**config.mk**
```make
export PLATFORM = sky130hd
export DESIGN_NAME = div_sequencer_flat
export DESIGN_NICKNAME = d
export VERILOG_FILES = /design/src/rtl/div_sequencer_if.sv /design/src/rtl/div_sequencer.sv /design/src/flat_wrapper.sv
export SDC_FILE = /design/constraint.sdc
export NUM_CORES = 1
export LEC_CHECK = 0
export ABC_AREA = 1
export CORE_MARGIN = 4
export CORE_UTILIZATION = 25
export DETAILED_ROUTE_END_ITERATION = 7
export PLACE_DENSITY_LB_ADDON = 0.1
export SLEW_MARGIN = 20
export SYNTH_ARGS = -nofsm -noshare
export SYNTH_HDL_FRONTEND = slang
export SYNTH_SLANG_ARGS = --single-unit
```
**constraint.sdc**
```tcl
create_clock -name clk -period 6.8 [get_ports clk]
set_input_delay 1.02 -clock clk [delete_from_list [all_inputs] [get_ports clk]]
set_output_delay 1.02 -clock clk [all_outputs]
set_load 0.01 [all_outputs]
```
**src/rtl/div_sequencer_if.sv**
```systemverilog
// EX-stage <-> divide engine bundle: op request, operands, stall/busy/valid and result.
// Latency: n/a (wires only).
// Backpressure: engine drives stall; EX holds the op stable while stall is high.
interface div_sequencer_if #(
    parameter int XLEN = 64
);
    logic            start;
    logic            flush;
    logic [2:0]      func3;
    logic            word;
    logic [XLEN-1:0] rs1;
    logic [XLEN-1:0] rs2;
    logic            stall;
    logic            busy;
    logic            valid;
    logic [XLEN-1:0] result;

    // Pipeline (EX) side
    modport master (
        output start, flush, func3, word, rs1, rs2,
        input  stall, busy, valid, result
    );

    // Divide engine side
    modport slave (
        input  start, flush, func3, word, rs1, rs2,
        output stall, busy, valid, result
    );
endinterface

```
**src/rtl/div_sequencer.sv**
```systemverilog
// Radix-2 restoring divider for RV64 DIV/DIVU/REM/REMU and W variants.
// Latency: valid N+1 cycles after start (N = 64 or 32); div-by-zero/overflow in 1 cycle.
// Backpressure: stall held from accept through iteration; start ignored unless IDLE.
module div_sequencer #(
    parameter int XLEN = 64
) (
    input  logic          clk,
    input  logic          rst_n,
    div_sequencer_if.slave dif
);

    typedef enum logic [1:0] {
        S_IDLE = 2'd0,
        S_BUSY = 2'd1,
        S_DONE = 2'd2
    } state_t;

    state_t          state;
    logic [6:0]      count;
    logic [XLEN-1:0] rem;
    logic [XLEN-1:0] quo;
    logic [XLEN-1:0] dvs;
    logic [XLEN-1:0] result_q;
    logic            neg_q;
    logic            neg_r;
    logic            is_rem;
    logic            is_word;

    // W results are always the sign extension of the low 32 bits
    function automatic logic [XLEN-1:0] finalise(input logic [XLEN-1:0] v, input logic w);
        return w ? {{(XLEN-32){v[31]}}, v[31:0]} : v;
    endfunction

    logic            accept;
    logic            is_signed_in;
    logic            is_rem_in;
    logic [XLEN-1:0] a_eff;
    logic [XLEN-1:0] b_eff;
    logic [XLEN-1:0] a_abs;
    logic [XLEN-1:0] b_abs;
    logic [XLEN-1:0] min_neg;
    logic [XLEN-1:0] spec_res;
    logic            div_zero;
    logic            ovf;

    // Operand preparation and fast-path detection for the op presented by EX
    always_comb begin
        accept       = (state == S_IDLE) & dif.start & ~dif.flush;
        is_signed_in = dif.func3[2] & ~dif.func3[0];
        is_rem_in    = dif.func3[2] & dif.func3[1];
        a_eff        = dif.rs1;
        b_eff        = dif.rs2;
        min_neg      = {1'b1, {(XLEN-1){1'b0}}};
        if (dif.word) begin
            a_eff   = is_signed_in ? {{(XLEN-32){dif.rs1[31]}}, dif.rs1[31:0]}
                                   : {{(XLEN-32){1'b0}}, dif.rs1[31:0]};
            b_eff   = is_signed_in ? {{(XLEN-32){dif.rs2[31]}}, dif.rs2[31:0]}
                                   : {{(XLEN-32){1'b0}}, dif.rs2[31:0]};
            min_neg = {{(XLEN-32){1'b1}}, 32'h8000_0000};
        end
        a_abs    = (is_signed_in & a_eff[XLEN-1]) ? -a_eff : a_eff;
        b_abs    = (is_signed_in & b_eff[XLEN-1]) ? -b_eff : b_eff;
        div_zero = (b_eff == '0);
        ovf      = is_signed_in & (a_eff == min_neg) & (b_eff == '1);
        if (div_zero) begin
            spec_res = is_rem_in ? a_eff : '1;
        end else begin
            spec_res = is_rem_in ? '0 : a_eff;
        end
    end

    logic [XLEN:0]   rem_sh;
    logic [XLEN:0]   diff;
    logic [XLEN-1:0] rem_nx;
    logic [XLEN-1:0] quo_nx;
    logic [XLEN-1:0] q_fix;
    logic [XLEN-1:0] r_fix;
    logic [XLEN-1:0] fin;

    // One restoring step; rem_sh is one bit wider so the trial subtract sees the carry-out
    always_comb begin
        rem_sh = {rem, quo[XLEN-1]};
        diff   = rem_sh - {1'b0, dvs};
        if (!diff[XLEN]) begin
            rem_nx = diff[XLEN-1:0];
            quo_nx = {quo[XLEN-2:0], 1'b1};
        end else begin
            rem_nx = rem_sh[XLEN-1:0];
            quo_nx = {quo[XLEN-2:0], 1'b0};
        end
        q_fix = neg_q ? -quo_nx : quo_nx;
        r_fix = neg_r ? -rem_nx : rem_nx;
        fin   = finalise(is_rem ? r_fix : q_fix, is_word);
    end

    // Control FSM and datapath registers; result is latched on entry to DONE
    always_ff @(posedge clk or negedge rst_n) begin
        if (!rst_n) begin
            state    <= S_IDLE;
            count    <= '0;
            rem      <= '0;
            quo      <= '0;
            dvs      <= '0;
            result_q <= '0;
            neg_q    <= 1'b0;
            neg_r    <= 1'b0;
            is_rem   <= 1'b0;
            is_word  <= 1'b0;
        end else if (dif.flush) begin
            state <= S_IDLE;
        end else begin
            case (state)
                S_IDLE: begin
                    if (dif.start) begin
                        is_rem  <= is_rem_in;
                        is_word <= dif.word;
                        neg_q   <= is_signed_in & (a_eff[XLEN-1] ^ b_eff[XLEN-1]);
                        neg_r   <= is_signed_in & a_eff[XLEN-1];
                        dvs     <= b_abs;
                        rem     <= '0;
                        // W ops park the 32-bit dividend at the top so 32 shifts consume it
                        quo     <= dif.word ? (a_abs << 32) : a_abs;
                        count   <= dif.word ? 7'd32 : 7'd64;
                        if (div_zero | ovf) begin
                            result_q <= finalise(spec_res, dif.word);
                            state    <= S_DONE;
                        end else begin
                            state <= S_BUSY;
                        end
                    end
                end
                S_BUSY: begin
                    rem   <= rem_nx;
                    quo   <= quo_nx;
                    count <= count - 7'd1;
                    if (count == 7'd1) begin
                        result_q <= fin;
                        state    <= S_DONE;
                    end
                end
                S_DONE: begin
                    state <= S_IDLE;
                end
                default: begin
                    state <= S_IDLE;
                end
            endcase
        end
    end

    assign dif.stall  = accept | (state == S_BUSY);
    assign dif.busy   = (state != S_IDLE);
    assign dif.valid  = (state == S_DONE);
    assign dif.result = result_q;

endmodule

```
**src/flat_wrapper.sv**
```systemverilog
// flat-port wrapper written by rule: the top's interface ports become plain ports
module div_sequencer_flat 
#(
    parameter int XLEN = 64
)
  (clk, rst_n, dif_start, dif_flush, dif_func3, dif_word, dif_rs1, dif_rs2, dif_stall, dif_busy, dif_valid, dif_result);
  div_sequencer_if #(.XLEN(XLEN)) dif_i ();
  input  logic clk;
  input  logic rst_n;
  input wire logic [$bits(dif_i.start)-1:0] dif_start;
  input wire logic [$bits(dif_i.flush)-1:0] dif_flush;
  input wire logic [$bits(dif_i.func3)-1:0] dif_func3;
  input wire logic [$bits(dif_i.word)-1:0] dif_word;
  input wire logic [$bits(dif_i.rs1)-1:0] dif_rs1;
  input wire logic [$bits(dif_i.rs2)-1:0] dif_rs2;
  output wire logic [$bits(dif_i.stall)-1:0] dif_stall;
  output wire logic [$bits(dif_i.busy)-1:0] dif_busy;
  output wire logic [$bits(dif_i.valid)-1:0] dif_valid;
  output wire logic [$bits(dif_i.result)-1:0] dif_result;
  assign dif_i.start = dif_start;
  assign dif_i.flush = dif_flush;
  assign dif_i.func3 = dif_func3;
  assign dif_i.word = dif_word;
  assign dif_i.rs1 = dif_rs1;
  assign dif_i.rs2 = dif_rs2;
  assign dif_stall = dif_i.stall;
  assign dif_busy = dif_i.busy;
  assign dif_valid = dif_i.valid;
  assign dif_result = dif_i.result;
  div_sequencer #(.XLEN(XLEN)) u_core (.clk(clk), .rst_n(rst_n), .dif(dif_i));
endmodule
```
==> summary.md <==
| Metric | Value |
|---|---|
| Outcome | `finished clean` |
| Syn nets | `~5,100` |
| Vias in the first global route | `between 30,000 and 40,000` |
| Placed Cells | `roughly 6,400` |
| Average size of a mapped cell | `between 5 and 6 um^2` |
| First-pass GRT wire length | `about 220 mm` |
| Starting Density | `0.252` |
| Max-slew violations | `0` |
| Overall die area | `~120,000 um^2` |
| Routed Wire Length | `around 150 mm` |
| Period utilization | `0.865` |
| Largest family of logic cells by synthesized area | `simple AND/OR/NAND/NOR gates` |
| DRC Markers | `0` |
| WP data required | `slightly above 7 ns` |
| DIE HEIGHT | `between 300 and 400 um` |
| TritonRoute pass-1 iters | `6` |
| Crit path from | `u_core.quo[63]$_DFFE_PN0P_` |
| Ratio of cells with drive above 1 in the final layout | `0.0440` |
| CP endpoint | `u_core.dif.result[62]$_DFFE_PN0P_` |
| Avg Vias per Cell | `5.04` |
| Via Count | `approximately 33,000` |
| Global route overflow | `0` |
| Reg clk slew, reported paths | `around 0.06 ns` |
| Cells after Synth | `around 5,000` |
| Setup WS post-layout | `0.918 ns` |
| P&R area growth vs syn | `16.6%` |
| Peak supply drop | `224 uV` |
| CP Class | `flip-flop to flip-flop` |
| Core Rows | `about 120` |
| Final Setup Violations | `0` |
| Asr flop ratio synth | `1.00` |
| Setup TNS | `0 ns` |
| Hold-fix buffers at CTS | `0` |
| Largest net degree at the start of global routing | `97` |
| Max-cap violations | `0` |
| # Post-CTS Setup Buffers | `0` |
| GRT Overall Usage | `0.249` |
| Max stage delay on crit path | `around 0.8 ns` |
| Fillers | `12,804` |
| Final nets | `approximately 5,200` |
| Worst reg2reg startpoint | `u_core.quo[63]$_DFFE_PN0P_` |
| Post-DP HPWL | `123 mm` |
| Yosys cell types | `60` |
| Die X | `between 300 and 400 um` |
| Post-synthesis mux area share | `0` |
| Register area share after synthesis | `0.238` |
| CTS resizes | `0` |
| # clock sinks | `between 200 and 300` |
| Leakage | `16.3 nW` |
| Port Buf Inserts | `202` |
| CP Max Fanout | `5` |
| Unrepaired setup endpoints after global routing | `false` |
| Root Driver | `clkbuf_16` |
| Number of synthesized flops with an enable pin | `0` |
| Io pins | `slightly above 200` |
| DR iter-0 viols | `approximately 3,200` |
| Initial antenna violation count | `5` |
| Reg-to-Reg End | `u_core.dif.result[62]$_DFFE_PN0P_` |
| Worst min path class | `input port to asynchronous set/reset pin` |
| Crit. End Element | `flip-flop` |
| Reg2reg path depth | `34` |
| Buffer depth of the longest clock path | `3` |
| Non-Filler Instances | `roughly 6,500` |
| Crit path time final | `5.88 ns` |
| Arrival time worst endpoint | `around 6.3 ns` |
| DR WL/cell | `~23 um` |
| Crit-path most repeated cell | `nand2_1` |
| GPL Wtd Cong | `0.929` |
| Core area | `approximately 110,000 um^2` |
| Pre-CTS WS | `~0.43 ns` |
| Antenna-violating nets left | `0` |
| Clock tree from TritonCTS | `built` |
| Register bit total from synthesis | `269` |
| Clock Skew | `about 0.045 ns` |
| Simple-gate area share of the yosys netlist | `0.401` |
| Worst slew pin tran | `~1.1 ns` |
| Share of synthesized cell area in full adder, half adder and majority cells | `0.0321` |
| R2R Setup Slk | `slightly above 0.9 ns` |
| Pwr Density | `around 540 nW/um^2` |
| Clk_lat worst skew | `between 0.6 and 0.7 ns` |
| CTS Buf Count | `38` |
| Hold Vio Cnt, Final | `0` |
| Compound-Gate Fraction of Synth Area | `0.164` |
| Cell area after synthesis | `28,300 um^2` |
| Top FF cell, synth | `dfrtp_1` |
| XOR/XNOR share of the synthesized area | `0.0455` |
| CP max stage cell | `o41ai_1` |
| CTS H-tree depth | `2` |
| Crit start category | `flip-flop` |
| Max Clk Rate | `roughly 0.17 GHz` |
| Yosys Warn Count | `0` |
| Slew margin rel. | `0.271` |
-- power by group --
| part | leakage [nW] | internal, W | total [W] | switching (W) |
|---|---|---|---|---|
| logic | 12.3 | 0.00361 | 0.0128 | 0.00919 |
| clock network | 0.611 | 0.00117 | 0.00208 | 0.000909 |
| registers | 3.39 | 0.00226 | 0.00299 | 0.000730 |
-- layout by cell type, fill, tap and decap left out, types with 22 or more instances in the layout --
cell             synthesis  final
nor2_2                  26     28
nor3_1                  72     72
a31oi_1                 22     22
nand2_1               1645   1642
nor2_1                 518    515
inv_1                  640    636
nand4_1                 69     69
xnor2_1                 52     52
o221ai_1                51     51
clkbuf_16                0     38
nand2_2                 30     32
a21oi_1                249    249
xor2_1                  95     95
dfrtp_1                269    267
nor4_1                  37     37
nand3_1                274    274
o21ai_0                289    289
buf_4                   17     46
clkdlybuf4s50_1          0    201
o211ai_1                38     38
o22ai_1                 66     66
ha_1                    71     71
-- worst min-delay path by stage --
stage / depth (start not counted) / endpoint / slack (ns) / startpoint
final: 1 / u_core.dif.result[60]$_DFFE_PN0P_ / 0.46 / rst_n
after global routing: 2 / u_core.dvs[49]$_DFFE_PN0P_ / 0.50 / u_core.dvs[49]$_DFFE_PN0P_
after CTS: 1 / u_core.rem[59]$_DFFE_PN0P_ / 0.48 / rst_n
after detailed placement: 2 / u_core.dif.result[16]$_DFFE_PN0P_ / 0.47 / u_core.dif.result[16]$_DFFE_PN0P_
after global placement: 2 / u_core.dvs[19]$_DFFE_PN0P_ / 0.47 / u_core.dvs[19]$_DFFE_PN0P_
after floorplan: 2 / u_core.dvs[10]$_DFFE_PN0P_ / 0.45 / u_core.dvs[10]$_DFFE_PN0P_
-- final cells by class --
class                   count  area [um^2]  share of cell area
well taps                1500         1880              0.0569
inverters                 653         2450              0.0743
flip-flops and latches    269         6730               0.204
diodes                      3         7.51            0.000227
clock buffers              51         1080              0.0327
repair buffers            252         2450              0.0743
multi-input cells        3754        18200               0.552
clock inverters            16          184             0.00557
-- stage by stage --
step                      area, um^2   util  hold WS (ns)  total power, W
after CTS                      33000  0.293         0.476          0.0178
after floorplan                28300      -         0.453          0.0109
after global placement         31700  0.282         0.467          0.0157
after detailed placement       31700  0.282         0.468          0.0156
after global routing           33000  0.293         0.505          0.0194
final                          33000  0.293         0.464          0.0179
-- per-layer routing --
layer  vias to the layer above  part of all wire  global-route usage
li1                      15911                 -                   -
met5                         -                 0                   0
met1                     15602              0.48               0.368
met2                      1142              0.43               0.381
met3                       123             0.063              0.0355
met4                         0             0.023              0.0537
-- kinds of logic (layout without fill, tap and decap cells) --
| logic type | Yosys count | after routing |
|---|---|---|
| AO/OA/AOI/OAI | 802 | 802 |
| other | 0 | 3 |
| AND/OR/NAND/NOR | 2733 | 2733 |
| adder cells (fa/ha/maj) | 72 | 72 |
| buffers and inverters | 846 | 972 |
| flip-flops | 269 | 269 |
| XOR/XNOR | 147 | 147 |
-- flip-flops by register name (all words and copies together) (netlist names), 2 cells and up --
name / count
u_core.rem: 64
u_core.count: 7
u_core.quo: 64
u_core.dvs: 64
u_core.state: 2
u_core.dif.result: 64
-- worst max-delay path: cells and delay by family, from the launching register on --
kind | cells | cell delay, ns
buffers and inverters | 2 | 0.19
adder cells (fa/ha/maj) | 3 | 0.85
AO/OA/AOI/OAI | 2 | 0.89
AND/OR/NAND/NOR | 27 | 3.41
flip-flops | 1 | 0.40
-- synthesized netlist by cell type, types with 15 or more instances --
master    instances  area [um^2]
o211ai_1         38          285
clkbuf_1        123          462
ha_1             71          888
a31oi_1          22          138
nand3_1         274         1370
o31ai_1          16          120
o21ai_1          16         80.1
buf_2            27          135
o221ai_1         51          447
nor4_1           37          231
nor2_2           26          163
o21ai_0         289         1450
a21oi_1         249         1250
xor2_1           95          832
dfrtp_1         269         6730
xnor2_1          52          455
nand2_2          30          188
inv_1           640         2400
nand4_1          69          432
nor2_1          518         1940
o22ai_1          66          413
nor3b_1          15          113
buf_4            17          128
nor3_1           72          360
nand2_1        1645         6170
Note: power is estimated with default switching activity, not from simulation.
